**src/rtl/alarm_scheduler.sv**
```systemverilog
// Alarm clock scheduler: arms, rings on a time match, supports bounded snoozes and auto-silence.
// Matches are edge-qualified so a time held across several 2 Hz ticks triggers only once.
module alarm_scheduler #(
  parameter int unsigned RING_SEC   = 60,
  parameter int unsigned SNOOZE_MIN = 5,
  parameter int unsigned MAX_SNOOZE = 3
) (
  input  logic       CLK_2Hz,
  input  logic       reset,
  input  logic       run_clock,
  input  logic       activatealarm,
  input  logic       alarmreset,
  input  logic       snooze,
  input  logic [7:0] sec,
  input  logic [7:0] min,
  input  logic [7:0] hrs,
  input  logic [7:0] min_alrm,
  input  logic [7:0] hrs_alrm,
  output logic       alrm,
  output logic       snoozing,
  output logic [1:0] state,
  output logic [2:0] snooze_cnt
);

  typedef enum logic [1:0] {
    StIdle    = 2'd0,
    StArmed   = 2'd1,
    StRinging = 2'd2,
    StSnooze  = 2'd3
  } state_e;

  localparam logic [7:0] RingLast  = 8'(2 * RING_SEC - 1);
  localparam logic [7:0] SnzMinAdd = 8'(SNOOZE_MIN);
  localparam logic [2:0] SnzMax    = 3'(MAX_SNOOZE);

  state_e     state_q, state_d;
  logic [2:0] cnt_q, cnt_d;
  logic [7:0] tmr_q, tmr_d;
  logic [7:0] snz_min_q, snz_min_d;
  logic [7:0] snz_hrs_q, snz_hrs_d;
  logic       alarm_match_q, snz_match_q, snooze_q;
  logic       alrm_q, snoozing_q;

  logic       alarm_match, snz_match;
  logic       alarm_rise, snz_rise, snooze_rise;
  logic [7:0] snz_sum;

  assign alarm_match = run_clock && (hrs == hrs_alrm) && (min == min_alrm) && (sec == 8'd0);
  assign snz_match   = run_clock && (hrs == snz_hrs_q) && (min == snz_min_q) && (sec == 8'd0);
  assign alarm_rise  = alarm_match && !alarm_match_q;
  assign snz_rise    = snz_match && !snz_match_q;
  assign snooze_rise = snooze && !snooze_q;
  assign snz_sum     = min + SnzMinAdd;

  always_comb begin
    state_d   = state_q;
    cnt_d     = cnt_q;
    tmr_d     = tmr_q;
    snz_min_d = snz_min_q;
    snz_hrs_d = snz_hrs_q;
    if (!activatealarm) begin
      state_d = StIdle;
      cnt_d   = 3'd0;
    end else begin
      unique case (state_q)
        StIdle: state_d = StArmed;
        StArmed: begin
          if (alarm_rise) begin
            state_d = StRinging;
            tmr_d   = 8'd0;
          end
        end
        StRinging: begin
          tmr_d = tmr_q + 8'd1;
          if (!alarmreset) begin
            state_d = StArmed;
            cnt_d   = 3'd0;
          end else if (snooze_rise && (cnt_q < SnzMax)) begin
            state_d = StSnooze;
            cnt_d   = cnt_q + 3'd1;
            if (snz_sum >= 8'd60) begin
              snz_min_d = snz_sum - 8'd60;
              snz_hrs_d = (hrs == 8'd23) ? 8'd0 : hrs + 8'd1;
            end else begin
              snz_min_d = snz_sum;
              snz_hrs_d = hrs;
            end
          end else if (tmr_q == RingLast) begin
            state_d = StArmed;
            cnt_d   = 3'd0;
          end
        end
        StSnooze: begin
          if (!alarmreset) begin
            state_d = StArmed;
            cnt_d   = 3'd0;
          end else if (snz_rise) begin
            state_d = StRinging;
            tmr_d   = 8'd0;
          end
        end
        default: state_d = StIdle;
      endcase
    end
  end

  always_ff @(posedge CLK_2Hz or negedge reset) begin
    if (!reset) begin
      state_q       <= StIdle;
      cnt_q         <= 3'd0;
      tmr_q         <= 8'd0;
      snz_min_q     <= 8'd0;
      snz_hrs_q     <= 8'd0;
      alarm_match_q <= 1'b0;
      snz_match_q   <= 1'b0;
      snooze_q      <= 1'b0;
      alrm_q        <= 1'b0;
      snoozing_q    <= 1'b0;
    end else begin
      state_q       <= state_d;
      cnt_q         <= cnt_d;
      tmr_q         <= tmr_d;
      snz_min_q     <= snz_min_d;
      snz_hrs_q     <= snz_hrs_d;
      alarm_match_q <= alarm_match;
      snz_match_q   <= snz_match;
      snooze_q      <= snooze;
      // Indicators are registered from the next state so they track state exactly.
      alrm_q        <= (state_d == StRinging);
      snoozing_q    <= (state_d == StSnooze);
    end
  end

  assign alrm       = alrm_q;
  assign snoozing   = snoozing_q;
  assign state      = state_q;
  assign snooze_cnt = cnt_q;

endmodule

```
**config.mk**
```make
export PLATFORM = sky130hd
export DESIGN_NAME = alarm_scheduler
export DESIGN_NICKNAME = d
export VERILOG_FILES = /design/src/rtl/alarm_scheduler.sv
export SDC_FILE = /design/constraint.sdc
export NUM_CORES = 1
export LEC_CHECK = 0
export BUFFER_PORTS_ARGS = -buffer_cell sky130_fd_sc_hd__buf_2
export CAP_MARGIN = 20
export CELL_PAD_IN_SITES_DETAIL_PLACEMENT = 0
export CELL_PAD_IN_SITES_GLOBAL_PLACEMENT = 2
export CORE_AREA = 2 2 89 91
export DETAILED_ROUTE_END_ITERATION = 10
export DIE_AREA = 0 0 91 93
export GPL_TIMING_DRIVEN = 0
export PLACE_DENSITY = 0.82
export SYNTH_ARGS = -nofsm -noshare
export SYNTH_HDL_FRONTEND = slang
export SYNTH_SLANG_ARGS = --single-unit
```
**constraint.sdc**
```tcl
create_clock -name CLK_2Hz -period 2.45 [get_ports CLK_2Hz]
set_input_delay 0.6125 -clock CLK_2Hz [delete_from_list [all_inputs] [get_ports CLK_2Hz]]
set_output_delay 0.6125 -clock CLK_2Hz [all_outputs]
set_load 0.01 [all_outputs]
```
## Word level (Yosys, flattened, before mapping)

Cells that the tools add are included.

| word-level totals | value |
|---|---|
| bits of input ports | 46 |
| logic and storage cells | 74 |
| bits in registers | 34 |

| operators by class | value |
|---|---|
| $lt $le $gt $ge | 2 |
| reduce and logical (&&, ||, !) cells | 19 |
| add/subtract/negate cells | 5 |
| multiplexer cells | 21 |
| eq/ne operators | 17 |

Operators with widths:

| operator | number |
|---|---|
| 8-bit 2-to-1 mux | 6 |
| 8-bit equality test | 4 |
| 8-bit one-hot mux with 3 select lines | 1 |
| 8-bit by 1-bit adder with 8-bit output (second input constant) | 2 |
| 3-bit 2-to-1 mux | 5 |
| 2-bit 2-to-1 mux | 7 |
| 1-bit logical AND | 10 |
| 8-bit by 3-bit adder with 8-bit output (second input constant) | 1 |
| 2-bit equality test (second input constant) | 4 |
| 8-bit by 5-bit equality test with 1-bit output (second input constant) | 1 |
| 8-bit by 7-bit equality test with 1-bit output (second input constant) | 1 |
| 8-bit by 6-bit >= comparator with 1-bit output (second input constant) | 1 |
| 8-bit logical NOT | 1 |
| 2-bit one-hot mux with 4 select lines | 1 |
| 8-bit by 6-bit subtractor with 8-bit output (second input constant) | 1 |
| 2-bit inequality test (second input constant) | 3 |
| 3-bit one-hot mux with 2 select lines | 1 |
| 5-bit inequality test (second input constant) | 1 |
| 5-bit AND reduction | 1 |
| 4-bit AND reduction | 1 |
| 3-bit by 1-bit adder with 3-bit output (second input constant) | 1 |
| 1-bit logical NOT | 3 |
| 3-bit by 2-bit less-than comparator with 1-bit output (second input constant) | 1 |
| 3-bit by 1-bit inequality test with 1-bit output (second input constant) | 1 |
| 5 further kinds | 5 |

## Logic depth before layout (Yosys ltp)

| depth | value |
|---|---|
| depth in word-level cells | 10 |
| mapped depth | 10 |
| mapped depth without buffers | 8 |

## Worst setup path before layout

Ideal clock, no wire load.

| path | value |
|---|---|
| path kind | input-to-reg |
| start | in min[2] |
| end | reg snz_hrs_q[3] |
| arrival | 2281 ps |
| buffers on the path | 2 |
| cell stages on the path | 10 |
| path slack | 43 ps |
| path through | buf_2 -> a21oi_2 -> xnor2_1 -> ha_1 -> inv_1 -> a211oi_4 -> or2_1 -> buf_6 -> o22ai_2 -> a221o_1 |

| on the way | value |
|---|---|
| longest elaborated chain between the ends | 3 |

RTL lines:

| what | RTL line | source |
|---|---|---|
| start: declaration | 15 | `input logic [7:0] min,` |
| 8-bit by 3-bit adder with 8-bit output | 53 | `assign snz_sum = min + SnzMinAdd;` |
| 8-bit by 6-bit >= comparator with 1-bit output | 81 | `if (snz_sum >= 8'd60) begin` |
| 8-bit 2-to-1 mux | 81 |  |
| end signal: assignment | 124 | `snz_hrs_q <= snz_hrs_d;` |
| end: declaration | 40 | `logic [7:0] snz_hrs_q, snz_hrs_d;` |

Every way passes these cells.
A chain may end at the register's enable or synchronous reset.

## Final worst setup path

| path | value |
|---|---|
| start | in min[0] |
| end | reg snz_hrs_q[3] |

Same word-level chain as after synthesis.

==> results.sh <==
export IMPL_cts_buffers=5
export IMPL_drt_antenna_violating_nets=0
export IMPL_sw_frac_of_total_pct=28.2
export IMPL_rsz0062_at_grt="false"
export IMPL_routed_wl_mm=5.97
export IMPL_dieArea_mm2=0.00846
export IMPL_synth_compound_area_share_pct=15.4
export IMPL_avgRoutedWirePerCell_um=14.3
export IMPL_avgSynthCellArea_um2=9.04
export IMPL_yosysUniqueCellTypes=42
export IMPL_async_reset_ff_share_pct=100
export IMPL_grt_max_degree=35
export IMPL_critPathKind="in2reg"
export IMPL_place_inst=405
export IMPL_finalClockSkew_ns=0.00307
export IMPL_p_int_w=0.000847
export IMPL_drt_initial_drc_count=87
export IMPL_antenna_found_initial=0
export IMPL_clkLatencyLatePin_ns=0.28
export IMPL_cp_start_kind="primary input"
export IMPL_grtUsageTotal_pct=14.9
export IMPL_yosys_area_share_adder_pct=2.69
export IMPL_layout_min_cycle_time_ns=2.35
export IMPL_slew_headroom_pct=47.5
export IMPL_synthXorXnorAreaFrac_pct=16.2
export IMPL_coreArea_mm2=0.00753
export IMPL_htreeDepth=2
export IMPL_comb_power_share_pct=18.5
export IMPL_synth_top_area_share_pct=36.6
export IMPL_cp_common_cell="ha_1"
export IMPL_total_power_w=0.00118
export IMPL_synth_ff_type="dfrtp_1"
export IMPL_drv_slew=0
export IMPL_pwr_share_seq_pct=47.9
export IMPL_vias=2085
export IMPL_crit_chain="buf_2 > ha_1 > xnor2_2 > ha_1 > inv_1 > a211oi_4 > or2_1 > buf_6 > o22ai_2 > a221o_1"
export IMPL_yosys_area_top_type="dfrtp_1"
export IMPL_synth_fp_nets=308
export IMPL_fmax_mhz=425
export IMPL_min_period_over_period_pct=96.0
export IMPL_crit_slowest_cell="a211oi_4"
export IMPL_grt_pass1_wl_mm=10.0
export IMPL_initial_utilization_pct=30.9
export IMPL_clk_pin_slew_ns=0.07
export IMPL_peakVddDrop_uv=175
export IMPL_setup_violations=0
export IMPL_final_cell_mix="buf_2, dfrtp_1, xor2_1, nand2_1, nor2_1"
export IMPL_holdCritPathClass="in2async"
export IMPL_crit_path_max_fanout=8
export IMPL_cap_viol_max_count=0
export IMPL_detail_route_vias_per_cell=4.99
export IMPL_leakage_nw=1.34
export IMPL_worst_slew_pin_slew_ns=0.787
export IMPL_whs_ns=0.413
export IMPL_drc=0
export IMPL_synth_edf_count=0
export IMPL_fin_ws_ns=0.0968
export IMPL_status="finished, final reports clean"
export IMPL_cts_hold_buf=0
export IMPL_finalHoldViolations=0
export IMPL_fin_cells=418
export IMPL_finalNetCount=367
export IMPL_dp_hpwl_mm=4.58
export IMPL_drive_gt1_share_pct=24.7
export IMPL_cp_slowest_stage_delay_ns=0.29
export IMPL_io_pins=53
export IMPL_die_h_um=93
export IMPL_numClockSinks=34
export IMPL_synth_simple_gate_area_share_pct=19.7
export IMPL_synth_area_mm2=0.00232
export IMPL_drtPass1Iterations=4
export IMPL_dp_slack_ns=-0.342
export IMPL_overflow=0
export IMPL_p_per_area_mw_per_mm2=416
export IMPL_final_common_cell="buf_2"
export IMPL_p_sw_w=0.000332
export IMPL_die_w_um=91
export IMPL_ys_ff_latch=34
export IMPL_grt_pass1_vias=2098
export IMPL_cts_path_max_buffers=2
export IMPL_yosysSeqAreaShare_pct=36.6
export IMPL_place_congestion=0.840
export IMPL_rows=32
export IMPL_clockRootBuffer="clkbuf_8"
export IMPL_cts_tree="yes"
export IMPL_synthCells=257
export IMPL_design_area_mm2=0.00283
export IMPL_critPathCaptureType="flop"
export IMPL_synth_top_family_by_area="simple AND/OR/NAND/NOR gates"
export IMPL_antennaDiodeCount=0
export IMPL_p_clk_share_pct=33.5
export IMPL_synthMuxAreaShare_pct=5.06
export IMPL_area_delta_synth_final_pct=21.9
export IMPL_placed_area_mm2=0.00268
export IMPL_cp_data_arrival_time_ns=2.52
export IMPL_portBuffers=46
export IMPL_yosys_warnings=0
export IMPL_crit_required_ns=2.62
export IMPL_ys_top_cells_by_area="dfrtp_1, xor2_1, xnor2_1, o21ai_0, nand2_1"
-- worst paths after layout --
check | slack (ns) | end | start | depth (start not counted)
hold reg to reg | 0.49 | tmr_q[0] | tmr_q[0] | 1
min in group CLK_2Hz | 0.48 | snooze_q | snooze | 1
hold / removal | 0.41 | snooze_cnt[1] | reset | 1
setup reg to reg | 0.33 | snz_min_q[3] | state[0] | 7
setup / recovery | 0.1 | snz_hrs_q[3] | min[0] | 10
max in group asynchronous | 1.54 | snz_min_q[7] | reset | 1
-- cells by family after synthesis --
| kind of cell | after synthesis |
|---|---|
| AO/OA/AOI/OAI | 53 |
| multiplexers | 11 |
| flip-flops | 34 |
| adder cells (fa/ha/maj) | 5 |
| buffers and inverters | 23 |
| AND/OR/NAND/NOR | 88 |
| XOR/XNOR | 43 |
-- power groups by stage --
stage,registers [W],logic [W],clock network [W]
after floorplan,0.000576,0.000115,0
after CTS,0.000565,0.000217,0.000417
after detailed placement,0.000576,0.000207,0
final,0.000565,0.000219,0.000395
after global placement,0.000576,0.000207,0
after global routing,0.000565,0.000243,0.000444
-- critical path: cells and delay by family --
kind	cells	cell delay, ns
AOI/OAI and AO/OA	3	0.65
adders and majority gates	2	0.47
buffers and inverters	3	0.38
xor gates and xnor gates	1	0.22
and+or+nand+nor	1	0.17
-- metal layers --
layer | up-vias | track usage, % | part of all wire [%]
li1 | 1030 | - | -
met1 | 1000 | 17.8 | 44
met2 | 47 | 26.9 | 50
met3 | 8 | 3.38 | 4.3
met4 | 0 | 4.42 | 1.6
met5 | - | 0 | 0
-- stage by stage --
stage               utilization, %  TNS, ns
detailed placement            35.6    -3.33
CTS                           37.3        0
finish                        37.6        0
global route                  37.6        0
floorplan                        -        0
global placement              35.6    -3.45
-- flip-flops by register name, summed over array words and instances, names as in the netlist --
register,count
snz_hrs_q,8
snooze_q,1
tmr_q,8
snooze_cnt,3
alrm,1
state,2
alarm_match_q,1
snoozing,1
snz_min_q,8
snz_match_q,1
-- repair_timing --
action,CTS,global route
resized for setup,2,4
setup endpoints to repair,3,11
setup buffers,5,1
cloned,0,0
pin swaps,2,1
-- area by class of cell --
class / instances / area, um^2
fill: 821 / 4700
sequential: 34 / 851
clock buffer: 5 / 68.8
buffer: 12 / 58.8
timing repair buffer: 52 / 275
multi-input combinational: 200 / 1400
inverter: 11 / 41.3
clock inverter: 2 / 10.0
tap: 102 / 128
-- cell usage after synthesis, types with 4 or more instances --
cell      count
nand2_1      21
xor2_1       32
inv_1        11
a21oi_1       9
buf_2         5
nor4_1       10
mux2_2        6
dfrtp_1      34
nand3_1       4
nor2_1       18
nor3_1        6
ha_1          5
o21ai_0      18
nand4_1       5
and3_1        7
a31oi_1       7
xnor2_1      11
clkbuf_1      6
mux2i_1       5
No activity file was read; power rests on OpenSTA's default activity.
